<file path="src/rtl/dma_rd_axi_master.sv">
// dma_rd_axi_master: read DMA engine, one AXI4 INCR burst per request, R beats through a 2-entry skid FIFO.
// Optional macro AXI_RD_4K_SPLIT_EN: a request crossing a 4 KB page is issued as two AR bursts.
module dma_rd_axi_master #(
   parameter int C_M_AXI_ADDR_WIDTH = 64,
   parameter int C_M_AXI_DATA_WIDTH = 512
) (
   input  logic                          clk,
   input  logic                          rst,
   input  logic                          dma_rd_req,
   input  logic [C_M_AXI_ADDR_WIDTH-1:0] dma_rd_addr,
   input  logic [7:0]                    dma_rd_len,
   output logic                          dma_rd_req_ack,
   output logic [C_M_AXI_DATA_WIDTH-1:0] dma_rd_data,
   output logic                          dma_rd_data_valid,
   output logic                          dma_rd_data_last,
   input  logic                          dma_rd_data_taken,
   output logic [C_M_AXI_ADDR_WIDTH-1:0] m_axi_araddr,
   output logic [7:0]                    m_axi_arlen,
   output logic [2:0]                    m_axi_arsize,
   output logic [1:0]                    m_axi_arburst,
   output logic                          m_axi_arvalid,
   input  logic                          m_axi_arready,
   input  logic [C_M_AXI_DATA_WIDTH-1:0] m_axi_rdata,
   input  logic [1:0]                    m_axi_rresp,
   input  logic                          m_axi_rlast,
   input  logic                          m_axi_rvalid,
   output logic                          m_axi_rready,
   output logic                          rd_err
);
   localparam int BYTES = C_M_AXI_DATA_WIDTH / 8;
   localparam int SIZE  = $clog2(BYTES);

   typedef enum logic [1:0] {S_IDLE, S_AR, S_DATA} state_t;
   state_t r_state, w_next;

   logic [C_M_AXI_ADDR_WIDTH-1:0] r_araddr;
   logic [7:0]                    r_arlen, r_len, r_beat, r_sub_end;
   logic                          r_ack, r_err, r_rready;
   logic [C_M_AXI_DATA_WIDTH-1:0] r_mem_d [2];
   logic                          r_mem_l [2];
   logic                          r_wptr, r_rptr;
   logic [1:0]                    r_cnt, w_cnt_next;
   logic                          w_push, w_pop, w_valid, w_beat, w_sub_done, w_req_done;
   logic [23:0]                   w_off, w_end;
   logic                          w_cross;

   // Byte span of the request within its 4 KB page; beyond 4096 means it crosses
   assign w_off   = {12'd0, dma_rd_addr[11:0]};
   assign w_end   = w_off + ((24'(dma_rd_len) + 24'd1) << SIZE);
   assign w_cross = (w_end > 24'd4096);

`ifdef AXI_RD_4K_SPLIT_EN
   logic [C_M_AXI_ADDR_WIDTH-1:0] r_addr2, w_addr2;
   logic [7:0]                    r_len2, w_b1m1;
   logic [23:0]                   w_b1;
   assign w_b1    = (24'd4096 - w_off) >> SIZE;
   assign w_b1m1  = 8'(w_b1 - 24'd1);
   assign w_addr2 = {dma_rd_addr[C_M_AXI_ADDR_WIDTH-1:12] + (C_M_AXI_ADDR_WIDTH-12)'(1), 12'd0};
`endif

   assign w_valid    = (r_cnt != 2'd0);
   assign w_push     = m_axi_rvalid & r_rready;
   assign w_pop      = w_valid & dma_rd_data_taken;
   assign w_beat     = w_push & (r_state == S_DATA);
   assign w_sub_done = w_beat & (r_beat == r_sub_end);
   assign w_req_done = w_beat & (r_beat == r_len);
   assign w_cnt_next = r_cnt + {1'b0, w_push} - {1'b0, w_pop};

   always_ff @(posedge clk) begin
      if (rst) r_state <= S_IDLE;
      else     r_state <= w_next;
   end

   always_comb begin
      w_next = r_state;
      case (r_state)
         S_IDLE:  if (dma_rd_req) w_next = S_AR;
         S_AR:    if (m_axi_arready) w_next = S_DATA;
         S_DATA:  if (w_req_done) w_next = S_IDLE;
                  else if (w_sub_done) w_next = S_AR;
         default: w_next = S_IDLE;
      endcase
   end

   always_comb begin
      m_axi_arvalid     = (r_state == S_AR);
      m_axi_araddr      = r_araddr;
      m_axi_arlen       = r_arlen;
      m_axi_arsize      = 3'(SIZE);
      m_axi_arburst     = 2'b01;
      m_axi_rready      = r_rready;
      dma_rd_req_ack    = r_ack;
      dma_rd_data       = r_mem_d[r_rptr];
      dma_rd_data_valid = w_valid;
      dma_rd_data_last  = w_valid & r_mem_l[r_rptr];
      rd_err            = r_err;
   end

   always_ff @(posedge clk) begin
      if (rst) begin
         r_ack     <= 1'b0;
         r_araddr  <= '0;
         r_arlen   <= 8'd0;
         r_len     <= 8'd0;
         r_beat    <= 8'd0;
         r_sub_end <= 8'd0;
         r_err     <= 1'b0;
`ifdef AXI_RD_4K_SPLIT_EN
         r_addr2   <= '0;
         r_len2    <= 8'd0;
`endif
      end else begin
         r_ack <= (r_state == S_IDLE) & dma_rd_req;
         if (r_state == S_IDLE && dma_rd_req) begin
            r_araddr <= dma_rd_addr;
            r_len    <= dma_rd_len;
            r_beat   <= 8'd0;
`ifdef AXI_RD_4K_SPLIT_EN
            r_addr2  <= w_addr2;
            r_len2   <= dma_rd_len - w_b1m1 - 8'd1;
            if (w_cross) begin
               r_arlen   <= w_b1m1;
               r_sub_end <= w_b1m1;
            end else begin
               r_arlen   <= dma_rd_len;
               r_sub_end <= dma_rd_len;
            end
`else
            r_arlen   <= dma_rd_len;
            r_sub_end <= dma_rd_len;
            if (w_cross) r_err <= 1'b1;
`endif
         end
`ifdef AXI_RD_4K_SPLIT_EN
         // First sub-burst finished: reload AR with the post-boundary remainder
         if (w_sub_done && !w_req_done) begin
            r_araddr  <= r_addr2;
            r_arlen   <= r_len2;
            r_sub_end <= r_len;
         end
`endif
         if (w_beat) r_beat <= r_beat + 8'd1;
         if (w_push && m_axi_rresp != 2'b00) r_err <= 1'b1;
         if (w_beat && m_axi_rlast && r_beat != r_sub_end) r_err <= 1'b1;
      end
   end

   // Skid FIFO; last is tagged from the beat counter at push time
   always_ff @(posedge clk) begin
      if (rst) begin
         for (int i = 0; i < 2; i++) begin
            r_mem_d[i] <= '0;
            r_mem_l[i] <= 1'b0;
         end
         r_wptr   <= 1'b0;
         r_rptr   <= 1'b0;
         r_cnt    <= 2'd0;
         r_rready <= 1'b0;
      end else begin
         if (w_push) begin
            r_mem_d[r_wptr] <= m_axi_rdata;
            r_mem_l[r_wptr] <= w_req_done;
            r_wptr          <= ~r_wptr;
         end
         if (w_pop) r_rptr <= ~r_rptr;
         r_cnt    <= w_cnt_next;
         r_rready <= (w_cnt_next != 2'd2);
      end
   end
endmodule

</file>
<file path="config.mk">
export PLATFORM = sky130hd
export DESIGN_NAME = dma_rd_axi_master
export DESIGN_NICKNAME = d
export VERILOG_FILES = /design/src/rtl/dma_rd_axi_master.sv
export SDC_FILE = /design/constraint.sdc
export NUM_CORES = 1
export LEC_CHECK = 0
export BUFFER_PORTS_ARGS = -buffer_cell sky130_fd_sc_hd__buf_2
export CORE_AREA = 2 2 465 467
export DETAILED_ROUTE_END_ITERATION = 6
export DIE_AREA = 0 0 467 469
export PLACE_DENSITY = 0.4
export SYNTH_ARGS = -nofsm -noshare
export SYNTH_HDL_FRONTEND = slang
export SYNTH_SLANG_ARGS = --single-unit
</file>
<file path="constraint.sdc">
create_clock -name clk -period 28.9 [get_ports clk]
set_input_delay 1.445 -clock clk [delete_from_list [all_inputs] [get_ports clk]]
set_output_delay 1.445 -clock clk [all_outputs]
set_load 0.005 [all_outputs]
</file>
==> impl_metrics.py <==
metrics = {
    "detailed_routing": {
        "initialDrtViolationCount": 1893,
        "wl_per_cell_um": 23.3,
        "ant_nets": 0,
        "vias": 30000,
        "dr.pass1.iters": 6,
        "routed_wirelength_um": 172000,
        "post_drt_via_cell_ratio": 4.06,
        "drc": 0,
    },
    "cells_and_area": {
        "regArea_um2": 32600,
        "area_growth_pct": 27.8,
        "most-common-layout-cells": "1181 x buf_2, 1026 x and2_1, 1026 x edfxtp_1",
        "multiInputGateArea_um2": 14200,
        "drive_above_1_share_pct": 42.9,
        "fin_util_pct": 28.5,
        "layout_commonest_cell": "buf_2",
        "fillCellCount": 22200,
        "nets": 4999,
    },
    "sta": {
        "hold_viol": 0,
        "fin_crit_sh_pct": 21.4,
        "rsz0062_at_grt": "false",
        "slew-limit-headroom_pct": 27.3,
        "drv_slew": 0,
        "worst_hold_slack_ns": 0.448,
        "worstMarginPinSlew_ns": 1.09,
        "finClkSkew_ns": 0.0223,
        "setup_viol": 0,
        "fmax_mhz": 161,
        "fin_setup_tns_ns": 0,
        "fin_crit_ns": 6.20,
    },
    "run": {
        "maxCapViolations": 0,
    },
    "grt": {
        "grt_max_degree": 124,
        "first_global_vias": 30300,
        "antenna_found_initial": 128,
        "overflow": 0,
        "grt_pass1_wl_um": 235000,
        "grt_usage_pct": 15.0,
    },
    "power": {
        "leakage_nw": 24.8,
        "p_comb_share_pct": 22.6,
        "seq_power_share_pct": 43.3,
        "power.density_nw_per_um2": 78.5,
        "internal_power_w": 0.00342,
        "switching_share_pct": 28.5,
        "p_sw_w": 0.00136,
        "p_clk_share_pct": 34.1,
        "vdd_drop_max_v": 0.0000580,
    },
    "critical_path": {
        "critPathCaptureType": "output port",
        "worstSetupPathType": "register to output port",
        "crit_path_max_fanout": 81,
        "critPathBufInv": 4,
        "crit_family": "buffers and inverters",
        "cp.required_ns": 27.45,
        "crit_cells": 5,
        "rrSetupSlack_ns": 24.62,
        "rr_endpoint": "r_mem_d[1][258]",
        "timing.rr.start": "m_axi_rready",
        "cp_slowest_stage_delay_ns": 0.86,
        "worst_ep_arrival_time_ns": 4.75,
        "path_cells": "buf_4 -> buf_4 -> buf_4 -> mux2_2 -> buf_2",
        "crit_slowest_cell": "buf_4",
        "ff2ff_path_depth": 6,
        "cp-start-kind": "register",
        "cp_common_cell": "buf_4",
    },
    "floorplanning": {
        "floorplan.initialDensity_pct": 22.3,
        "die_w_um": 467,
        "rows": 170,
        "die_height_um": 469,
        "dieArea_um2": 219000,
        "io_pins": 1188,
        "core_area_um2": 214000,
    },
    "synthesis": {
        "synth_top_family_by_area": "simple AND/OR/NAND/NOR gates",
        "synth_area_um2": 47600,
        "yosys_warnings": 0,
        "synth_area_leader_cell": "edfxtp_1",
        "ys_top_cells_by_area": "edfxtp_1 65%, and2_1 13%, mux2_2 12%",
        "synth.area.mux_share_pct": 12.2,
        "synthXorXnorAreaFrac_pct": 0.386,
        "async_flop_share_pct": 0,
        "synth_simple_gate_area_share_pct": 15.5,
        "yosysTopAreaCellShare_pct": 64.7,
        "syn-instance-count": 3226,
        "synth_compound_area_share_pct": 1.18,
        "synth_cell_types": 49,
        "syn_area_per_cell_um2": 14.8,
        "yosysSeqAreaShare_pct": 68.5,
        "synth-edff-count": 1026,
        "synthFlopType": "edfxtp_1",
        "synthAdderAreaFrac_pct": 0.357,
        "ys_seq_elements": 1116,
    },
    "min_path": {
        "min_to": "m_axi_araddr[60]",
        "hold_depth": 2,
        "hold_start": "m_axi_araddr[60]",
        "hold_path.class": "register to register",
    },
    "clocking": {
        "cts_sinks": 1116,
        "cts_hold_buf": 0,
        "cts_resized": 0,
        "clockBufferDepth": 3,
        "clk_pin_slew_ns": 0.06,
        "cts_tree": "yes",
        "numCtsBuffers": 139,
        "cts-htree-levels": 4,
        "post_cts_buffers": 0,
        "clock-root-buffer": "clkbuf_16",
        "clk_latency_ns": 0.77,
    },
    "placement": {
        "portBuffers": 1182,
        "dp_hpwl_um": 123000,
        "routabilityCongestion": 0.835,
    },
    "outcome": {
        "status": "completed",
    },
}
[flip-flops by register name, indices dropped and copies added (netlist names), named ones only]
signal,flops
dma_rd_req_ack,1
m_axi_araddr,64
m_axi_rready,1
r_beat,8
r_cnt,2
r_mem_d,1024
r_mem_l,2
r_rptr,1
r_state,2
r_sub_end,8
r_wptr,1
rd_err,1
[logic make-up after synthesis]
kind of cell,after synthesis
xor+xnor,21
fa+ha+maj,13
buf+inv,206
other cells,2
compound gates,103
flops,1116
mux,515
simple gates,1250
[routing by layer]
| layer | track usage [%] | vias to the layer above | share of wire (%) | wire, um |
|---|---|---|---|---|
| met5 | 0 | - | 0.26 | 441 |
| met4 | 5.62 | 70 | 3.5 | 6100 |
| met3 | 5.42 | 381 | 8.5 | 14700 |
| met2 | 25.6 | 1190 | 49 | 84100 |
| met1 | 17.2 | 14600 | 39 | 66800 |
| li1 | - | 13800 | - | - |
[worst reg2reg max path, stage by stage, from the launching register on]
cell and delay [ns]:
dfxtp_1 0.44, nand2_4 0.17, nor3b_4 0.21, or2_4 0.51
buf_4 0.76, buf_4 0.91, buf_4 0.86
[power by group through the flow]
stage	logic, W	registers, W	clock network (W)
after CTS	0.00112	0.00207	0.00169
after floorplan	0.000590	0.00217	0
after detailed placement	0.00111	0.00211	0
final	0.00108	0.00207	0.00163
after global routing	0.00117	0.00208	0.00174
after global placement	0.00111	0.00211	0
[worst max-delay path by stage]
stage | startpoint | end
after CTS | register | dma_rd_data[503]
after detailed placement | rst | r_mem_d[1][275]
final | register | dma_rd_data[256]
after global routing | register | dma_rd_data[297]
after global placement | rst | r_mem_d[1][293]
after floorplan | m_axi_rvalid | r_mem_d[0][0]
[layout make-up]
class | count | share of cell area (%)
sequential | 1116 | 53.6
clock buffer | 180 | 6.14
timing repair buffer | 1226 | 10.3
tap | 2838 | 5.83
multi-input combinational | 1907 | 23.3
inverter | 3 | 0.0185
antenna | 49 | 0.201
clock inverter | 62 | 0.705
[metrics by stage]
step	total power (W)	area, um^2	setup WS, ns	cells
6_report	0.00478	60900	22.70	7381
5_1_grt	0.00500	60800	22.36	7351
4_1_cts	0.00488	60800	22.48	7332
3_5_place_dp	0.00322	56600	23.24	7090
3_3_place_gp	0.00322	56600	23.20	7090
2_1_floorplan	0.00276	47600	2.39	3229
[Yosys cell counts, drive strengths merged (4+ instances only)]
library cell / instances
and2: 1027
edfxtp: 1026
mux2: 513
nand2: 154
clkbuf: 130
dfxtp: 90
a21oi: 80
buf: 72
nor2: 29
ha: 12
xor2: 11
xnor2: 10
nand3: 9
and3: 5
nor4: 5
o21ai: 5
nor3b: 4
o211ai: 4
Power figures use the tool's default switching activity.
